### src/rtl/ocx_tlx_fifo_rd_pkg.sv
// Shared types and helpers for the TLX FIFO read stage and its credit batcher.
package ocx_tlx_fifo_rd_pkg;

    // Credit return FSM states
    typedef enum logic [1:0] {
        IDLE   = 2'b00,
        ACCUM  = 2'b01,
        RETURN = 2'b10
    } credit_state_e;

    // Credit counters must hold 2^FIFO_ADDR_WIDTH, hence one extra bit
    function automatic int unsigned credit_width(input int unsigned addr_width);
        return addr_width + 1;
    endfunction

endpackage

### src/rtl/ocx_tlx_credit_batcher.sv
// Accumulates one credit per FIFO pop and returns batches upstream on a
// valid/ack handshake, either when a full batch is collected or after an
// idle timeout with a partial batch.
module ocx_tlx_credit_batcher
    import ocx_tlx_fifo_rd_pkg::*;
#(
    parameter int unsigned FIFO_ADDR_WIDTH = 4,
    parameter int unsigned CREDIT_BATCH    = 4,
    parameter int unsigned CREDIT_TIMEOUT  = 8
) (
    input  logic                                    clock,
    input  logic                                    reset_n,
    input  logic                                    pop,
    input  logic                                    ack,
    output logic                                    credit_return_valid,
    output logic [credit_width(FIFO_ADDR_WIDTH)-1:0] credit_return_cnt
);

    localparam int unsigned CW = credit_width(FIFO_ADDR_WIDTH);
    localparam int unsigned TW = $clog2(CREDIT_TIMEOUT) + 1;

    credit_state_e   state_q;
    logic [CW-1:0]   accum_q;
    logic [CW-1:0]   cnt_q;
    logic            valid_q;
    logic [TW-1:0]   timer_q;

    logic [CW-1:0]   accum_d;
    logic            batch_full;
    logic            timed_out;

    // Running credit total including a pop in the current cycle
    assign accum_d    = accum_q + CW'(pop);
    assign batch_full = (32'(accum_d) >= CREDIT_BATCH);
    // Timer value after this idle cycle reaching CREDIT_TIMEOUT-1 releases a partial batch
    assign timed_out  = !pop && ((32'(timer_q) + 32'd1) >= (CREDIT_TIMEOUT - 32'd1));

    // Credit FSM with accumulator, idle timer and registered return outputs
    always_ff @(posedge clock) begin
        if (!reset_n) begin
            state_q <= IDLE;
            accum_q <= '0;
            cnt_q   <= '0;
            valid_q <= 1'b0;
            timer_q <= '0;
        end else begin
            unique case (state_q)
                IDLE: begin
                    accum_q <= accum_d;
                    timer_q <= '0;
                    if (pop) begin
                        if (batch_full) begin
                            state_q <= RETURN;
                            cnt_q   <= accum_d;
                            accum_q <= '0;
                            valid_q <= 1'b1;
                        end else begin
                            state_q <= ACCUM;
                        end
                    end
                end
                ACCUM: begin
                    if (batch_full || timed_out) begin
                        state_q <= RETURN;
                        cnt_q   <= accum_d;
                        accum_q <= '0;
                        valid_q <= 1'b1;
                        timer_q <= '0;
                    end else begin
                        accum_q <= accum_d;
                        timer_q <= pop ? '0 : timer_q + TW'(1);
                    end
                end
                RETURN: begin
                    // Batch is frozen until ack; new pops keep accumulating
                    accum_q <= accum_d;
                    if (ack) begin
                        valid_q <= 1'b0;
                        timer_q <= '0;
                        state_q <= (accum_d != '0) ? ACCUM : IDLE;
                    end
                end
                default: begin
                    state_q <= IDLE;
                    valid_q <= 1'b0;
                    timer_q <= '0;
                end
            endcase
        end
    end

    assign credit_return_valid = valid_q;
    assign credit_return_cnt   = cnt_q;

endmodule

### src/rtl/ocx_tlx_fifo_rd_stage.sv
// TLX FIFO read-side stage: pops the FIFO head into a registered 2-entry
// valid/ready output buffer and batches one credit per pop for return upstream.
// Optional per-byte even-parity checking on popped entries is enabled by
// defining OCX_TLX_FIFO_RD_PARITY_EN.
module ocx_tlx_fifo_rd_stage
    import ocx_tlx_fifo_rd_pkg::*;
#(
    parameter int unsigned DATA_WIDTH      = 64,
    parameter int unsigned FIFO_ADDR_WIDTH = 4,
    parameter int unsigned CREDIT_BATCH    = 4,
    parameter int unsigned CREDIT_TIMEOUT  = 8
) (
    input  logic                      clock,
    input  logic                      reset_n,
    input  logic                      fifo_data_available,
    input  logic [DATA_WIDTH-1:0]     ram_rd_data,
`ifdef OCX_TLX_FIFO_RD_PARITY_EN
    input  logic [DATA_WIDTH/8-1:0]   ram_rd_par,
    output logic                      parity_err,
`endif
    output logic                      fifo_rd_done,
    output logic                      out_valid,
    output logic [DATA_WIDTH-1:0]     out_data,
    input  logic                      out_ready,
    output logic                      credit_return_valid,
    output logic [FIFO_ADDR_WIDTH:0]  credit_return_cnt,
    input  logic                      credit_return_ack
);

    localparam int unsigned CW = credit_width(FIFO_ADDR_WIDTH);

    logic [1:0]            buf_cnt_q;
    logic [1:0]            buf_cnt_d;
    logic [DATA_WIDTH-1:0] slot0_q;
    logic [DATA_WIDTH-1:0] slot1_q;
    logic [DATA_WIDTH-1:0] slot0_d;
    logic [DATA_WIDTH-1:0] slot1_d;
    logic                  out_valid_q;
    logic                  pop;
    logic                  drain;
    logic [CW-1:0]         credit_cnt;

    // Pop depends only on registered occupancy so out_ready never reaches fifo_rd_done
    assign pop   = fifo_data_available && (buf_cnt_q < 2'd2);
    assign drain = out_valid_q && out_ready;

    // Output buffer next state; slot 0 is always the head
    always_comb begin
        slot0_d   = slot0_q;
        slot1_d   = slot1_q;
        buf_cnt_d = buf_cnt_q;
        case ({pop, drain})
            2'b10: begin
                if (buf_cnt_q == 2'd0) begin
                    slot0_d = ram_rd_data;
                end else begin
                    slot1_d = ram_rd_data;
                end
                buf_cnt_d = buf_cnt_q + 2'd1;
            end
            2'b01: begin
                slot0_d   = slot1_q;
                buf_cnt_d = buf_cnt_q - 2'd1;
            end
            2'b11: begin
                // Only reachable with one entry held: head leaves, new entry becomes head
                slot0_d = ram_rd_data;
            end
            default: begin
            end
        endcase
    end

    // Output buffer registers
    always_ff @(posedge clock) begin
        if (!reset_n) begin
            buf_cnt_q   <= 2'd0;
            slot0_q     <= '0;
            slot1_q     <= '0;
            out_valid_q <= 1'b0;
        end else begin
            buf_cnt_q   <= buf_cnt_d;
            slot0_q     <= slot0_d;
            slot1_q     <= slot1_d;
            out_valid_q <= (buf_cnt_d != 2'd0);
        end
    end

    assign fifo_rd_done = pop;
    assign out_valid    = out_valid_q;
    assign out_data     = slot0_q;

    ocx_tlx_credit_batcher #(
        .FIFO_ADDR_WIDTH (FIFO_ADDR_WIDTH),
        .CREDIT_BATCH    (CREDIT_BATCH),
        .CREDIT_TIMEOUT  (CREDIT_TIMEOUT)
    ) u_credit_batcher (
        .clock               (clock),
        .reset_n             (reset_n),
        .pop                 (pop),
        .ack                 (credit_return_ack),
        .credit_return_valid (credit_return_valid),
        .credit_return_cnt   (credit_cnt)
    );

    assign credit_return_cnt = credit_cnt;

`ifdef OCX_TLX_FIFO_RD_PARITY_EN
    logic par_mismatch;
    logic parity_err_q;

    // Any byte whose parity bit does not make the byte+bit even flags the entry
    always_comb begin
        par_mismatch = 1'b0;
        for (int i = 0; i < int'(DATA_WIDTH / 8); i++) begin
            if ((^ram_rd_data[i*8 +: 8]) != ram_rd_par[i]) begin
                par_mismatch = 1'b1;
            end
        end
    end

    // Sticky error flag, set by a bad entry on pop
    always_ff @(posedge clock) begin
        if (!reset_n) begin
            parity_err_q <= 1'b0;
        end else begin
            parity_err_q <= parity_err_q | (pop & par_mismatch);
        end
    end

    assign parity_err = parity_err_q;
`endif

endmodule

### config.mk
export PLATFORM = sky130hd
export DESIGN_NAME = ocx_tlx_fifo_rd_stage
export DESIGN_NICKNAME = d
export VERILOG_FILES = /design/src/rtl/ocx_tlx_fifo_rd_pkg.sv /design/src/rtl/ocx_tlx_credit_batcher.sv /design/src/rtl/ocx_tlx_fifo_rd_stage.sv
export SDC_FILE = /design/constraint.sdc
export NUM_CORES = 1
export LEC_CHECK = 0
export BUFFER_PORTS_ARGS = -buffer_cell sky130_fd_sc_hd__buf_2
export CAP_MARGIN = 20
export CORE_MARGIN = 2
export CORE_UTILIZATION = 52
export DETAILED_ROUTE_END_ITERATION = 7
export GPL_ROUTABILITY_DRIVEN = 0
export MAX_ROUTING_LAYER = met4
export PLACE_DENSITY = 0.76
export SYNTH_ARGS = -nofsm -noshare
export SYNTH_HDL_FRONTEND = slang
export SYNTH_HIERARCHICAL = 1
export SYNTH_SLANG_ARGS = --single-unit
export TNS_END_PERCENT = 20
### constraint.sdc
create_clock -name clock -period 3.7 [get_ports clock]
set_clock_uncertainty 0.2 [all_clocks]
set_input_delay 0.74 -clock clock [delete_from_list [all_inputs] [get_ports clock]]
set_output_delay 0.74 -clock clock [all_outputs]
set_load 0.005 [all_outputs]
==> results of run 1 <==
==> cell usage after synthesis (5+ instances only) <==
cell and count:
a211oi_1 5, a21boi_0 57, a21boi_1 12, a21oi_1 7, and2_1 5, buf_2 18
buf_4 11, buf_6 5, clkbuf_1 28, dfxtp_1 148, ha_1 11, inv_1 8
mux2_2 64, mux2i_1 6, nand2_1 208, nand2b_1 6, nor2_1 6, o211ai_1 65
o21ai_0 65, o21ai_1 6
==> per-layer routing <==
layer	track usage (%)	wire length, µm	part of all wire [%]
met3	4.71	681	4.3
met4	8.60	256	1.6
met5	-	0	0
met1	28.8	7460	47
met2	37.9	7410	47
==> flip-flops by register name, indices dropped and copies added (netlist names), named ones only <==
| signal | flops |
|---|---|
| out_data | 64 |
| slot1_q | 64 |
| u_credit_batcher/credit_return_cnt | 5 |
| u_credit_batcher/accum_q | 4 |
| u_credit_batcher/timer_q | 4 |
| buf_cnt_q | 2 |
| u_credit_batcher/state_q | 2 |
| out_valid | 1 |
| u_credit_batcher/credit_return_valid | 1 |
==> through the flow <==
step | area (µm²) | setup WS, ns
after floorplan | 6990 | 0.911
after global placement | 7700 | 0.653
after detailed placement | 7700 | 0.573
after CTS | 8290 | 0.827
after global routing | 8300 | 0.617
final | 8300 | 0.853
==> cell type report <==
| class | count | share of cell area [%] |
|---|---|---|
| multi-input combinational | 575 | 44.2 |
| sequential | 148 | 35.7 |
| timing repair buffer | 148 | 9.85 |
| clock buffer | 22 | 5.96 |
| tap | 176 | 2.65 |
| clock inverter | 9 | 1.22 |
| inverter | 8 | 0.362 |
| antenna | 1 | 0.0302 |
==> tightest hold or removal path, stage by stage, from the launching register on <==
cell and delay, ns:
dfxtp_1 0.30, nand2_1 0.05, a21boi_1 0.05
==> layout by cell type (no fill, tap or decap), types with 2 or more instances in the layout <==
master     Yosys  routed
clkbuf_8       0       5
a21boi_1      12      12
nand2_1      208     208
o21ai_0       65      65
buf_2         18     139
nand3_1        3       3
mux2_2        64      64
buf_12         0       4
buf_4         11       4
and2_1         5       5
nor2b_1        3       3
and3_1         2       2
inv_1          8       8
o21ai_1        6       5
bufinv_16      0       2
a21boi_0      57      57
mux2i_1        6       6
ha_1          11       9
ha_2           0       2
nor2_1         6       6
clkinv_2       0       5
nor3_1         3       3
clkbuf_16      0      17
nand2b_1       6       5
or3_1          4       4
a211oi_1       5       5
a21oi_1        7       7
a21o_1         4       4
o21ai_4        1       2
nor4_1         2       2
nand3b_1       2       2
o211ai_1      65      65
o31ai_1        4       4
xnor2_1        4       4
dfxtp_1      148     148
==> worst max path at each step <==
| stage | slack (ns) | to | startpoint | depth (start not counted) |
|---|---|---|---|---|
| finish | 0.85 | u_credit_batcher/credit_return_cnt[0] | buf_cnt_q[1] | 9 |
| global route | 0.62 | u_credit_batcher/credit_return_cnt[0] | buf_cnt_q[1] | 9 |
| CTS | 0.83 | u_credit_batcher/credit_return_cnt[0] | buf_cnt_q[1] | 9 |
| detailed placement | 0.57 | u_credit_batcher/credit_return_cnt[0] | fifo_data_available | 10 |
| global placement | 0.65 | u_credit_batcher/credit_return_cnt[2] | fifo_data_available | 10 |
| floorplan | 0.91 | u_credit_batcher/credit_return_cnt[0] | fifo_data_available | 9 |
==> power breakdown <==
group	internal, µW	total (µW)	switching, µW
clock network	1070	1730	660
registers	1800	1920	116
logic	415	1030	617
==> cells by family (layout without fill, tap and decap cells) <==
| group | after synthesis | in the layout | share of synthesized area [%] |
|---|---|---|---|
| adder cells (fa/ha/maj) | 11 | 11 | 1.97 |
| buffers and inverters | 75 | 187 | 5.50 |
| AO/OA/AOI/OAI | 240 | 240 | 23.6 |
| flip-flops | 148 | 148 | 42.4 |
| XOR/XNOR | 5 | 5 | 0.627 |
| AND/OR/NAND/NOR | 249 | 249 | 14.8 |
| multiplexers | 70 | 70 | 11.2 |
| other | 0 | 1 | 0 |
==> metrics, run 1 <==
outcome completed; clock tree sinks around 150; crit-path max cell delay around 0.49 ns; r2r worst-path depth 9; initial antenna violation count 1; CTS hold repair buffers 0; Syn Inst Count 798; Multi-input gate area 3670 µm²; fmax between 300 and 400 MHz; hold crit path type reg -> reg; first-pass GRT wire length about 27 mm; Die Wd between 100 and 150 µm; Synth top area share between 40% and 50%; Design Power roughly 4700 µW; Fillers around 1100; initial core utilization 53.0%; cell row count 42; number of synthesized flops with an enable pin 0; WHS Endpoint slot1_q[8]; CTS tree built; DRT antenna net count 0; WS Path Type reg -> reg; die height about 120 µm; PortBufs 140; die area approximately 14000 µm²; final slew viol count 0; Slew headroom 49.5%; num ports 141; DRC viols 0; clock root cell clkbuf_16; Synth Register Bits roughly 150; Most common cell on crit path ha_1; synthesized area per cell ~8.8 µm²; CP Max Fanout 9; register area share after synthesis a little over two fifths; Net Count, Synth between 800 and 900; worst hold path cell count 2; Max clock buf depth 2; setup violators final 0; vias in the first global route ~5500; Sequential Area 2960 µm²; period utilization approximately three quarters; RSZ-0062 raised after global routing false; Hold Crit Start slot1_q[8]; Crit. End Element flop; final WL between 15 and 20 mm; crit path DAT 3.00 ns; Synth Warn # 6; Power Density 565 nW/µm²; Tightest Pin Transition 0.757 ns; final hold vios 0; largest net degree at the start of global routing roughly 110; minimum clock period around 2.8 ns; Main synth FF type dfxtp_1; total number of vias 5850; slowest CP cell dfxtp_1; utilization after layout between 60% and 70%; total track usage 23.4%; Avg WL per Cell between 10 and 15 µm; CP Buf/Inv Count 1; Max Cap Viol 0; setup TNS 0 ns; peak supply drop ~0.00033 V; Post-Syn Area 6990 µm²; ranking of synthesized cells by area dfxtp_1 42%, nand2_1 11%, mux2_2 10%; core area around 13000 µm²; share of layout cells above drive strength 1 28.4%; Area Growth Syn to Fin 18.7%; worst reg2reg path startpoint buf_cnt_q[1]; crit-path cells nand2b_1 -> inv_1 -> ha_1 -> ha_1 -> or2_1 -> o21ai_4 -> a211oi_1 -> a211oi_4 -> mux2i_1; CP top delay family compound AO/OA/AOI/OAI gates; final net count 978; startpoint types flop; Resize count post-CTS 0; non-filler cells, final approximately 1100; Hold WS approximately 0.25 ns; reg2reg end u_credit_batcher/credit_return_cnt[0]; area leader, netlist dfxtp_1; CTS clock-pin slew for the worst setup and hold paths 0.06 ns; ys async rst share 0%; total gr overflow 0; dpl hpwl 9.49 mm; CTS Buf Count 17; clock latency on the worst-skew pair ~0.43 ns; buffer count from post-CTS setup fixing 0; Pleak between 0.003 and 0.004 µW; Placed Cells about 1100; library cells used by synthesis 52; H-tree Lvls 4; Avg Vias per Cell between 5 and 6; WP data required 3.86 ns; First-pass DRT Iterations 5; R2R setup slack 0.85 ns; Iter 0 DRT Violations a little under 500
Note: power is estimated with default switching activity, not from simulation.
==> inputs of run 2 (changes only) <==
==> constraint.sdc (replaced) <==
create_clock -name clock -period 2.7 [get_ports clock]
set_clock_uncertainty 0.2 [all_clocks]
set_input_delay 0.54 -clock clock [delete_from_list [all_inputs] [get_ports clock]]
set_output_delay 0.54 -clock clock [all_outputs]
set_load 0.005 [all_outputs]
==> run 2 against run 1 <==
Worst setup slack got worse by 0.58 ns. Combinational power grew 46%. Cell count is 0.92% higher. Non-clock buffer count up 10. Sequential cell count is the same. Total power rose by 44%. Sequential power increased by 36%. Highest routed layer unchanged.
==> metrics, run 2 (same netlist as run 1, synthesis figures left out) <==
Sequential Area a little under 3000 µm²; Power Density between 700 and 800 nW/µm²; die area approximately 14000 µm²; dpl hpwl approximately 10 mm; crit-path max cell delay between 0.4 and 0.5 ns; initial core utilization between 50% and 60%; Max clock buf depth 2; hold crit path type in -> reg; core area 13200 µm²; First-pass DRT Iterations 4; total gr overflow 0; period utilization 90.0%; final slew viol count 0; WP data required 2.85 ns; clock root cell clkbuf_16; Placed Area 7820 µm²; first-pass GRT wire length roughly 27 mm; CTS Buf Count 17; Fillers 1107; setup violators final 0; Crit. End Element flop; startpoint types flop; Max Cap Viol 0; crit-path cells nand2b_1 -> inv_1 -> ha_1 -> ha_1 -> or2_1 -> o21ai_4 -> a211oi_1 -> a211oi_4 -> mux2i_1; CTS hold repair buffers 0; DRT antenna net count 0; Tightest Pin Transition between 0.4 and 0.5 ns; worst reg2reg path startpoint buf_cnt_q[1]; Routed met3 length approximately 700 µm; Slew headroom between 60% and 70%; PortBufs 140; num ports 141; DRC viols 0; Resize count post-CTS 0; DR top layer met4; CTS tree built; pre-CTS setup slack -0.0481 ns; largest net degree at the start of global routing 65; final net count just under 1000; cell row count 42; diode count 0; met2 wire len between 7 and 8 mm; utilization after layout between 60% and 70%; buffer count from post-CTS setup fixing 0; Hold Crit Start ram_rd_data[50]; commonest non-fill, non-tap cell in the layout nand2_1; crit path launch buf_cnt_q[1]; outcome completed; initial antenna violation count 0; fmax approximately 410 MHz; final hold vios 0; share of layout cells above drive strength 1 between 20% and 30%; CTS clock-pin slew for the worst setup and hold paths roughly 0.060 ns; Iter 0 DRT Violations between 400 and 500; total number of vias 5962; commonest non-fill, non-tap cells in the layout 208 x nand2_1, 148 x dfxtp_1, 139 x buf_2; CP Max Fanout 8; minimum clock period ~2.4 ns; M1 wire length 7.68 mm; vias in the first global route 5703; Pleak approximately 0.0034 µW; total track usage a little under a quarter; clock latency on the worst-skew pair around 0.42 ns; die height around 120 µm; peak supply drop ~0.00059 V; Area Growth Syn to Fin 21.3%; WS Path Type reg -> reg; RSZ-0062 raised after global routing false; clock tree sinks around 150; Design Area, Final about 8500 µm²; fin worst setup slack 0.270 ns; crit path DAT between 2 and 3 ns; Multi-input gate area approximately 3700 µm²; slowest CP cell a211oi_4; Avg WL per Cell approximately 15 µm; H-tree Lvls 4; Die Wd about 120 µm; Avg Vias per Cell ~5.4; final WL about 16 mm; Most common cell on crit path ha_1
-- run 2: power by group --
| part | total, µW | switching [µW] | internal [µW] |
|---|---|---|---|
| registers | 2620 | 155 | 2470 |
| logic | 1500 | 868 | 635 |
| clock network | 2590 | 947 | 1650 |
| total | 6720 | 1970 | 4750 |
-- run 2: worst paths after layout --
kind | slack, ns | cells after the start | to
max reg2reg | 0.27 | 9 | u_credit_batcher/credit_return_cnt[1]
min | 0.16 | 3 | slot1_q[50]
max | 0.27 | 9 | u_credit_batcher/credit_return_cnt[1]
min reg2reg | 0.25 | 2 | slot1_q[50]
-- run 2: cell type report --
type	instances	share of cell area, %
inverters	8	0.354
clock inverters	15	2.70
multi-input cells	575	43.3
clock buffers	17	5.02
repair buffers	158	11.1
flip-flops and latches	148	34.9
well taps	176	2.60
-- run 2: metal layers --
metal	track usage (%)	vias up
met1	29.2	2788
met2	37.7	143
met4	9.49	0
met3	4.80	22
li1	-	3009
met5	-	-
-- run 2: through the flow --
step	cells	total power [µW]	TNS (ns)	hold WS, ns
floorplan	798	3640	0	0.232
global placement	1065	4140	0	0.238
detailed placement	1065	4170	-0.200	0.246
CTS	1097	6780	0	0.148
global route	1097	7070	0	0.154
finish	1097	6720	0	0.165
-- run 2: worst max-delay path, delay by kind of cell, from the launching register on --
kind,cells,cell delay (ns)
compound gates,3,0.69
fa+ha+maj,2,0.49
simple gates,2,0.39
flops,1,0.32
mux,1,0.22
buf+inv,1,0.06
==> inputs of run 3 (changes only) <==
--- a/config.mk
+++ b/config.mk
@@ -10,7 +10,6 @@
 export CORE_MARGIN = 2
 export CORE_UTILIZATION = 52
 export DETAILED_ROUTE_END_ITERATION = 7
-export GPL_ROUTABILITY_DRIVEN = 0
 export MAX_ROUTING_LAYER = met4
 export PLACE_DENSITY = 0.76
 export SYNTH_ARGS = -nofsm -noshare
==> constraint.sdc (replaced) <==
create_clock -name clock -period 2.7 [get_ports clock]
set_clock_uncertainty 0.2 [all_clocks]
set_input_delay 0.27 -clock clock [delete_from_list [all_inputs] [get_ports clock]]
set_output_delay 0.27 -clock clock [all_outputs]
set_load 0.005 [all_outputs]
==> run 3 against run 2 <==
Die area unchanged. Critical path depth is the same. Clock power rose by 3%. Critical endpoint unchanged. Largest cell class unchanged.
==> metrics, run 3 (same netlist as run 1, synthesis figures left out) <==
num ports about 140; die height around 120 µm; cell row count 42; diode count 0; Max Cap Viol 0; sw frac 28.6%; DRC viols 0; hold crit path type in -> reg; Multi-input gate area about 3700 µm²; vias in the first global route roughly 6100; initial antenna violation count 0; Sequential Area a little under 3000 µm²; PortBufs 140; worst hold path cell count 3; worst reg2reg path startpoint buf_cnt_q[1]; final slew viol count 0; Resize count post-CTS 0; First-pass DRT Iterations 4; r2r worst-path depth 9; WP data required between 2 and 3 ns; CP top delay family compound AO/OA/AOI/OAI gates; RSZ-0062 raised after global routing false; clock root cell clkbuf_16; CP Max Fanout 8; CTS clock-pin slew for the worst setup and hold paths around 0.060 ns; period utilization between 90% and 100%; share of layout cells above drive strength 1 about 27%; Crit. End Element flop; Max clock buf depth 2; first-pass GRT wire length a little under 30 mm; startpoint types flop; die area about 14000 µm²; commonest non-fill, non-tap cell in the layout nand2_1; Sequential Power Share around two fifths; CTS Buf Count 17; final WL between 15 and 20 mm; Sw Pwr 1960 µW; Tightest Pin Transition between 0.5 and 0.6 ns; H-tree Lvls 4; fmax between 300 and 400 MHz; total number of vias 6270; Power Density approximately 750 nW/µm²; Avg Vias per Cell approximately 5.4; total gr overflow 0; Slew headroom roughly three fifths; commonest non-fill, non-tap cells in the layout 208 x nand2_1, 148 x dfxtp_1, 139 x buf_2; Pleak around 0.0037 µW; CTS tree built; R2R setup slack between 0.15 and 0.2 ns; setup TNS 0 ns; Area Growth Syn to Fin 29.8%; initial core utilization 53.0%; minimum clock period roughly 2.5 ns; reg2reg end u_credit_batcher/credit_return_cnt[1]; setup violators final 0; Hold Crit Start credit_return_ack; clock tree sinks ~150; core area approximately 13000 µm²; routability cong. about 0.87; DRT antenna net count 0; crit-path max cell delay 0.42 ns; Iter 0 DRT Violations 526; CP Buf/Inv Count 1; Die Wd approximately 120 µm; crit path launch buf_cnt_q[1]; WS Path Type reg -> reg; Most common cell on crit path ha_1; final net count 1052; Internal 4890 µW; crit-path cells nand2b_1 -> inv_1 -> ha_1 -> ha_1 -> or2_1 -> o21ai_4 -> a2111oi_2 -> a211oi_4 -> mux2i_1; Avg WL per Cell ~15 µm; clock latency on the worst-skew pair roughly 0.42 ns; crit path DAT about 2.7 ns; Hold WS a little over 0.07 ns; buffer count from post-CTS setup fixing 0; Fillers about 1000; final hold vios 0; outcome completed; dpl hpwl between 10 and 15 mm; slowest CP cell a211oi_4; peak supply drop 0.000515 V; largest net degree at the start of global routing between 90 and 100; Comb power frac between 20% and 30%; WHS Endpoint u_credit_batcher/timer_q[3]; Clk pwr share about 40%; total track usage 25.2%
[run 3: changes by cell type in the layout (fill, tap and decap cells not counted), sizes merged]
cell	before	now
dlygate4sd3	0	64
clkbuf	17	19
inv	10	8
bufinv	5	6
clkinvlp	4	3
[run 3: metal layers]
metal	GRT usage, %	up-vias	share of wire, %
li1	-	3142	-
met3	5.13	20	5.1
met5	-	-	0
met4	7.21	0	1.4
met1	31.8	2926	46
met2	40.9	182	47
[run 3: cell type report]
class | count | share of cell area, %
Multi-Input combinational cell | 575 | 40.4
Sequential cell | 148 | 32.6
Clock buffer | 19 | 4.88
Inverter | 8 | 0.331
Tap cell | 176 | 2.43
Timing Repair Buffer | 222 | 16.8
Clock inverter | 13 | 2.54
[run 3: worst max path at each step]
stage,slack [ns],depth (start not counted),end
after global routing,0.03,9,u_credit_batcher/credit_return_cnt[0]
after floorplan,0.19,9,u_credit_batcher/credit_return_cnt[0]
after global placement,0.22,10,u_credit_batcher/credit_return_cnt[2]
after detailed placement,0.18,10,u_credit_batcher/credit_return_cnt[1]
after CTS,0.14,9,u_credit_batcher/credit_return_cnt[1]
final,0.17,9,u_credit_batcher/credit_return_cnt[1]
[run 3: power by group through the flow]
| stage | clock [µW] | combinational, µW | sequential, µW |
|---|---|---|---|
| finish | 2670 | 1550 | 2630 |
| global route | 2820 | 1730 | 2660 |
| CTS | 2700 | 1550 | 2630 |
| detailed placement | 0 | 1460 | 2670 |
| global placement | 0 | 1450 | 2660 |
| floorplan | 0 | 979 | 2660 |
[run 3: through the flow]
step	instance area, µm²	instances	util, %	total power [µW]	worst slack, ns
global placement	7760	1065	58.8	4100	0.215
detailed placement	7760	1065	58.8	4130	0.177
global route	9070	1161	68.8	7210	0.0318
finish	9070	1161	68.8	6850	0.166
CTS	9070	1161	68.8	6880	0.136
floorplan	6990	798	-	3640	0.191
[run 3: worst min-delay path, stage by stage]
cell and delay, ns:
buf_2 0.07, nor2b_1 0.10, and3_1 0.20
[run 3: what timing repair did]
item,4_1_cts,5_1_grt
endpoints found under the setup margin,0,4
hold buffers,64,0
endpoints found under the hold margin,64,0
